### config.mk
export PLATFORM = sky130hd
export DESIGN_NAME = spi_command_decoder
export DESIGN_NICKNAME = d
export VERILOG_FILES = /design/src/rtl/spi_command_decoder.sv
export SDC_FILE = /design/constraint.sdc
export NUM_CORES = 1
export LEC_CHECK = 0
export ABC_AREA = 1
export CAP_MARGIN = 40
export CORE_MARGIN = 8
export CORE_UTILIZATION = 50
export CTS_CLUSTER_SIZE = 25
export DETAILED_ROUTE_END_ITERATION = 6
export DONT_BUFFER_PORTS = 1
export HOLD_SLACK_MARGIN = 0.03
export PLACE_DENSITY = 0.73
export SLEW_MARGIN = 20
export SYNTH_ARGS = -nofsm -noshare
export SYNTH_HDL_FRONTEND = slang
export SYNTH_SLANG_ARGS = --single-unit
export TNS_END_PERCENT = 50
### constraint.sdc
create_clock -name clock -period 2.6 [get_ports clock]
set_input_delay 0.52 -clock clock [delete_from_list [all_inputs] [get_ports clock]]
set_output_delay 0.52 -clock clock [all_outputs]
set_load 0.01 [all_outputs]
### src/rtl/spi_command_decoder.sv
// spi_command_decoder
//   Watches a raw SPI slave-select / clock pair (asynchronous to clock),
//   counts the sclk rising edges inside each ss_n-low frame, and after the
//   frame closes validates the 32-bit word presented by the upstream shift
//   register.
//
//   Frames are rejected when they:
//   - do not carry exactly 32 bits (frame_error is set);
//   - are NOPs (opcode 0), which are silently dropped.
//
//   Good frames go into a 4-deep command FIFO that the sequencer drains
//   with a valid/ready handshake.
//
//   Optional feature: define SPI_PARITY_CHECK_EN to also require odd XOR
//   parity across the whole word; an even-parity word is flagged as a
//   frame error.
//
// Ports
//   clock, reset          system clock, async active-high reset
//   spi_data[31:0]        upstream shift-register word (MSB first in)
//   ss_n, sclk            raw SPI select / clock, asynchronous
//   cmd_valid/cmd_ready   FIFO head handshake
//   cmd_opcode/addr/payload  head word fields [31:28]/[27:24]/[23:0]
//   fifo_count[2:0]       entries held, 0..4
//   frame_error, overflow sticky error flags
//   err_clear             synchronous clear for the sticky flags
module spi_command_decoder (
  input  logic        clock,
  input  logic        reset,
  input  logic [31:0] spi_data,
  input  logic        ss_n,
  input  logic        sclk,
  output logic        cmd_valid,
  input  logic        cmd_ready,
  output logic [3:0]  cmd_opcode,
  output logic [3:0]  cmd_addr,
  output logic [23:0] cmd_payload,
  output logic [2:0]  fifo_count,
  output logic        frame_error,
  output logic        overflow,
  input  logic        err_clear
);

  typedef enum logic [1:0] {IDLE, ACTIVE, SETTLE, COMMIT} state_t;

  // Synchronisers. Bit 0 is the newest sample; edges are decoded from the
  // two older (already metastability-filtered) flops.
  logic [2:0] ss_sync, sclk_sync;

  always_ff @(posedge clock or posedge reset) begin
    if (reset) begin
      ss_sync   <= 3'b111;
      sclk_sync <= 3'b000;
    end else begin
      ss_sync   <= {ss_sync[1:0], ss_n};
      sclk_sync <= {sclk_sync[1:0], sclk};
    end
  end

  logic ss_fall, ss_rise, sclk_rise;
  assign ss_fall   = (ss_sync[2:1]   == 2'b10);
  assign ss_rise   = (ss_sync[2:1]   == 2'b01);
  assign sclk_rise = (sclk_sync[2:1] == 2'b01);

  // Frame FSM
  state_t     state;
  logic [5:0] bit_cnt;
  logic       settle_cnt;

  always_ff @(posedge clock or posedge reset) begin
    if (reset) begin
      state      <= IDLE;
      bit_cnt    <= 6'd0;
      settle_cnt <= 1'b0;
    end else begin
      case (state)
        IDLE: begin
          if (ss_fall) begin
            state   <= ACTIVE;
            bit_cnt <= 6'd0;
          end
        end
        ACTIVE: begin
          if (sclk_rise && bit_cnt != 6'd63) bit_cnt <= bit_cnt + 6'd1;
          if (ss_rise) begin
            state      <= SETTLE;
            settle_cnt <= 1'b0;
          end
        end
        SETTLE: begin
          // Two full cycles here so the final upstream shift is in spi_data.
          if (settle_cnt) state <= COMMIT;
          settle_cnt <= 1'b1;
        end
        default: state <= IDLE;  // COMMIT lasts exactly one cycle
      endcase
    end
  end

  // Commit decision, made on spi_data as it stands in the COMMIT cycle
  logic commit, len_ok, parity_ok, good, push_req;
  assign commit = (state == COMMIT);
  assign len_ok = (bit_cnt == 6'd32);
`ifdef SPI_PARITY_CHECK_EN
  assign parity_ok = ^spi_data;
`else
  assign parity_ok = 1'b1;
`endif
  assign good     = len_ok && parity_ok;
  assign push_req = commit && good && (spi_data[31:28] != 4'd0);

  // Command FIFO
  logic [31:0] mem [4];
  logic [1:0]  wr_ptr, rd_ptr;
  logic [2:0]  count;
  logic        pop, push;

  assign cmd_valid = (count != 3'd0);
  assign pop       = cmd_valid && cmd_ready;
  // A full FIFO still takes the word if the head leaves in the same cycle.
  assign push      = push_req && ((count != 3'd4) || pop);

  always_ff @(posedge clock) begin
    if (push) mem[wr_ptr] <= spi_data;
  end

  always_ff @(posedge clock or posedge reset) begin
    if (reset) begin
      wr_ptr <= 2'd0;
      rd_ptr <= 2'd0;
      count  <= 3'd0;
    end else begin
      if (push) wr_ptr <= wr_ptr + 2'd1;
      if (pop)  rd_ptr <= rd_ptr + 2'd1;
      case ({push, pop})
        2'b10:   count <= count + 3'd1;
        2'b01:   count <= count - 3'd1;
        default: count <= count;
      endcase
    end
  end

  // Sticky flags; a same-cycle set beats err_clear.
  always_ff @(posedge clock or posedge reset) begin
    if (reset) begin
      frame_error <= 1'b0;
      overflow    <= 1'b0;
    end else begin
      if (commit && !good)  frame_error <= 1'b1;
      else if (err_clear)   frame_error <= 1'b0;
      if (push_req && !push) overflow <= 1'b1;
      else if (err_clear)    overflow <= 1'b0;
    end
  end

  logic [31:0] head;
  assign head        = mem[rd_ptr];
  assign cmd_opcode  = head[31:28];
  assign cmd_addr    = head[27:24];
  assign cmd_payload = head[23:0];
  assign fifo_count  = count;

endmodule
==> impl_metrics.json <==
{
  "swShare": 0.3295,
  "start_util": 0.5077,
  "cts_root_buf": "clkbuf_16",
  "finalHoldViolCount": 0,
  "die_w_microns": 126.0,
  "postCtsSetupBuffers": 0,
  "cp.arrival_ps": 1880,
  "outcome": "completed",
  "hold_depth": 0,
  "boundaryPins": 76,
  "synth_most_common_cell": "edfxtp_1",
  "overflow": 0,
  "async_flop_share": 0.1579,
  "maxCapViolations": 0,
  "period_share": 0.9247,
  "r2r_end": "fifo_count[2]",
  "rr_worst_depth": 12,
  "fin_cells": 646,
  "place_inst": 613,
  "routedWlPerCell_microns": 18.41,
  "cts_tree": "yes",
  "synth_top_area_share": 0.6356,
  "netlist_top_cells_area": "edfxtp_1, dfrtp_1, nor2_1",
  "yosysTopAreaCell": "edfxtp_1",
  "netlist_instances": 465,
  "final_antenna_net_count": 0,
  "synthTopCellsByCount": "edfxtp_1, nor2_1, o21ai_0, o22ai_1, nand2_1",
  "clk_path_buf_depth": 2,
  "antenna_found_initial": 0,
  "combPwrFrac": 0.279,
  "skew_ps": 9.554,
  "clockPowerShare": 0.329,
  "cts_made_buffers": 17,
  "grt_use_met3": 0.06667,
  "cts.clk_slew.worst_paths_ps": 60,
  "vdd_drop_max_mv": 0.6455,
  "nNetsFinal": 536,
  "drive_gt1_frac": 0.1523,
  "dieArea_sq_um": 15870,
  "power_frac_seq": 0.392,
  "rows": 40,
  "rrSetupSlack_ps": 530,
  "grt_pass1_vias": 3681,
  "portBuffers": 0,
  "viasPerCell": 5.486,
  "synth_area_sq_um": 6047,
  "grt_max_degree": 66,
  "synth-seq-cells": 152,
  "drc": 0,
  "synth_cell_type_count": 28,
  "synthesis.nets": 515,
  "min_path_type": "input port to register",
  "met2_usage": 0.2542,
  "gp_congestion": 0.8025,
  "dp_hpwl_microns": 7577,
  "antenna_cells": 0,
  "drtPass1Iterations": 4,
  "hold_start": "ss_n",
  "p_int_mw": 4.879,
  "worst-setup-path-type": "register to output port",
  "holdPathEnd": "ss_sync[0]",
  "min_period_ps": 2404,
  "area_growth_pct": 14.53,
  "fp.coreArea_sq_um": 11910,
  "ctsHtreeMaxLevel": 4,
  "tightest_slew_ps": 593.1,
  "avgSynthCellArea_sq_um": 13.00,
  "drv_slew": 0,
  "synth-main-ff-cell": "edfxtp_1",
  "yosysSeqAreaShare": 0.7356,
  "p_leak_nw": 2.483,
  "required_ps": 2080,
  "grt_use_met1": 0.1835,
  "worst_hold_slack_ps": 108.0,
  "power_density_nw_per_um2": 1051,
  "setup_viol": 0,
  "fmax_ghz": 0.4159,
  "grt_usage": 0.1558,
  "dr_total_vias": 3544,
  "rsz0062_at_grt": "false",
  "top_usage_layer": "met2",
  "grt_pass1_wl_microns": 19320,
  "critPathMaxFanout": 23,
  "wirelength_microns": 11900,
  "cts.sinks": 152,
  "slew-limit-headroom": 0.6040,
  "cp-end-kind": "output port",
  "fp.dieH_microns": 126.0,
  "r2r_start": "fifo_count[0]",
  "clock_latency_ps": 400,
  "start_kind": "register",
  "netSwitchingPower_mw": 2.397,
  "synth_edf_count": 128,
  "drt_iter0_drc": 315,
  "yosysWarnings": 0
}
## worst max path at each step
stage / start / end / slack (ps) / cells past startpoint
2_1_floorplan: bit_cnt[0] / mem[0][0] / -270 / 8
4_1_cts: rd_ptr[0] / cmd_payload[23] / 140 / 4
3_5_place_dp: fifo_count[0] / fifo_count[2] / 540 / 12
6_report: rd_ptr[0] / cmd_payload[2] / 200 / 4
3_3_place_gp: rd_ptr[0] / cmd_payload[14] / 610 / 4
5_1_grt: rd_ptr[0] / cmd_payload[14] / 20 / 4
## placed cells by master (no fill, tap or decap), types with 2 or more instances in the layout
master | synthesis | layout
a21oi_1 | 3 | 3
buf_4 | 7 | 19
bufinv_16 | 0 | 3
clkbuf_1 | 11 | 2
clkbuf_16 | 0 | 17
clkinv_1 | 0 | 2
clkinv_2 | 0 | 4
clkinvlp_4 | 0 | 2
dfrtp_1 | 21 | 20
dfstp_2 | 3 | 3
edfxtp_1 | 128 | 128
ha_1 | 11 | 11
inv_1 | 24 | 24
inv_2 | 4 | 4
inv_6 | 0 | 2
nand2_1 | 28 | 28
nand2_2 | 5 | 5
nand3_1 | 11 | 11
nor2_1 | 86 | 82
nor2_2 | 4 | 4
nor2_4 | 0 | 4
o21ai_0 | 46 | 46
o21ai_1 | 23 | 23
o21ai_2 | 2 | 2
o22ai_1 | 33 | 33
xor2_1 | 5 | 5
## timing repair
item | in CTS | in global routing
resized for setup | 0 | 1
hold buffers | 1 | 0
endpoints found under the hold margin | 9 | 0
endpoints found under the setup margin | 0 | 2
## critical path, cell delays in order, from the launching register on
cell and delay [ps]:
dfrtp_2 410, inv_2 330, buf_4 330, o21ai_0 120, o22ai_1 290
## flip-flops by register name, indices dropped and copies added, names as in the netlist
register / cells
mem: 128
bit_cnt: 6
fifo_count: 3
sclk_sync: 3
ss_sync: 3
rd_ptr: 2
state: 2
wr_ptr: 2
frame_error: 1
overflow: 1
settle_cnt: 1
## through the flow
step / power, mW / utilization / setup TNS, ps / worst slack (ps) / instance area [sq um]
finish: 7.276 / 0.5814 / 0 / 195.7 / 6925
global route: 7.700 / 0.5814 / 0 / 24.51 / 6925
CTS: 7.357 / 0.5811 / 0 / 140.9 / 6922
detailed placement: 4.949 / 0.5313 / 0 / 540.1 / 6329
global placement: 4.869 / 0.5313 / 0 / 605.8 / 6329
floorplan: 4.367 / - / -34880 / -272.5 / 6047
## power groups by stage
stage | logic (mW) | registers (mW) | clock network (mW)
finish | 2.03 | 2.85 | 2.39
global route | 2.30 | 2.87 | 2.54
CTS | 2.07 | 2.85 | 2.44
detailed placement | 2.05 | 2.90 | 0
global placement | 1.97 | 2.89 | 0
floorplan | 1.49 | 2.87 | 0
## routing by layer
layer  share of wire  wire (microns)
met1            0.41            4841
met2            0.49            5868
met3           0.094            1122
met4          0.0053              63
met5               0               0
## cells by family after synthesis
family / synth area share
flip-flops: 0.7356
AND/OR/NAND/NOR: 0.09497
AO/OA/AOI/OAI: 0.09787
buffers and inverters: 0.03559
adder cells (fa/ha/maj): 0.02607
XOR/XNOR: 0.009932
## cell type report
| class | instances | area [sq um] |
|---|---|---|
| repair buffers | 22 | 183.9 |
| clock buffers | 19 | 432.9 |
| fillers | 936 | 4986 |
| clock inverters | 13 | 150.1 |
| inverters | 29 | 111.4 |
| well taps | 147 | 183.9 |
| flip-flops and latches | 152 | 4449 |
| multi-input cells | 264 | 1414 |
No activity file was read; power rests on OpenSTA's default activity.
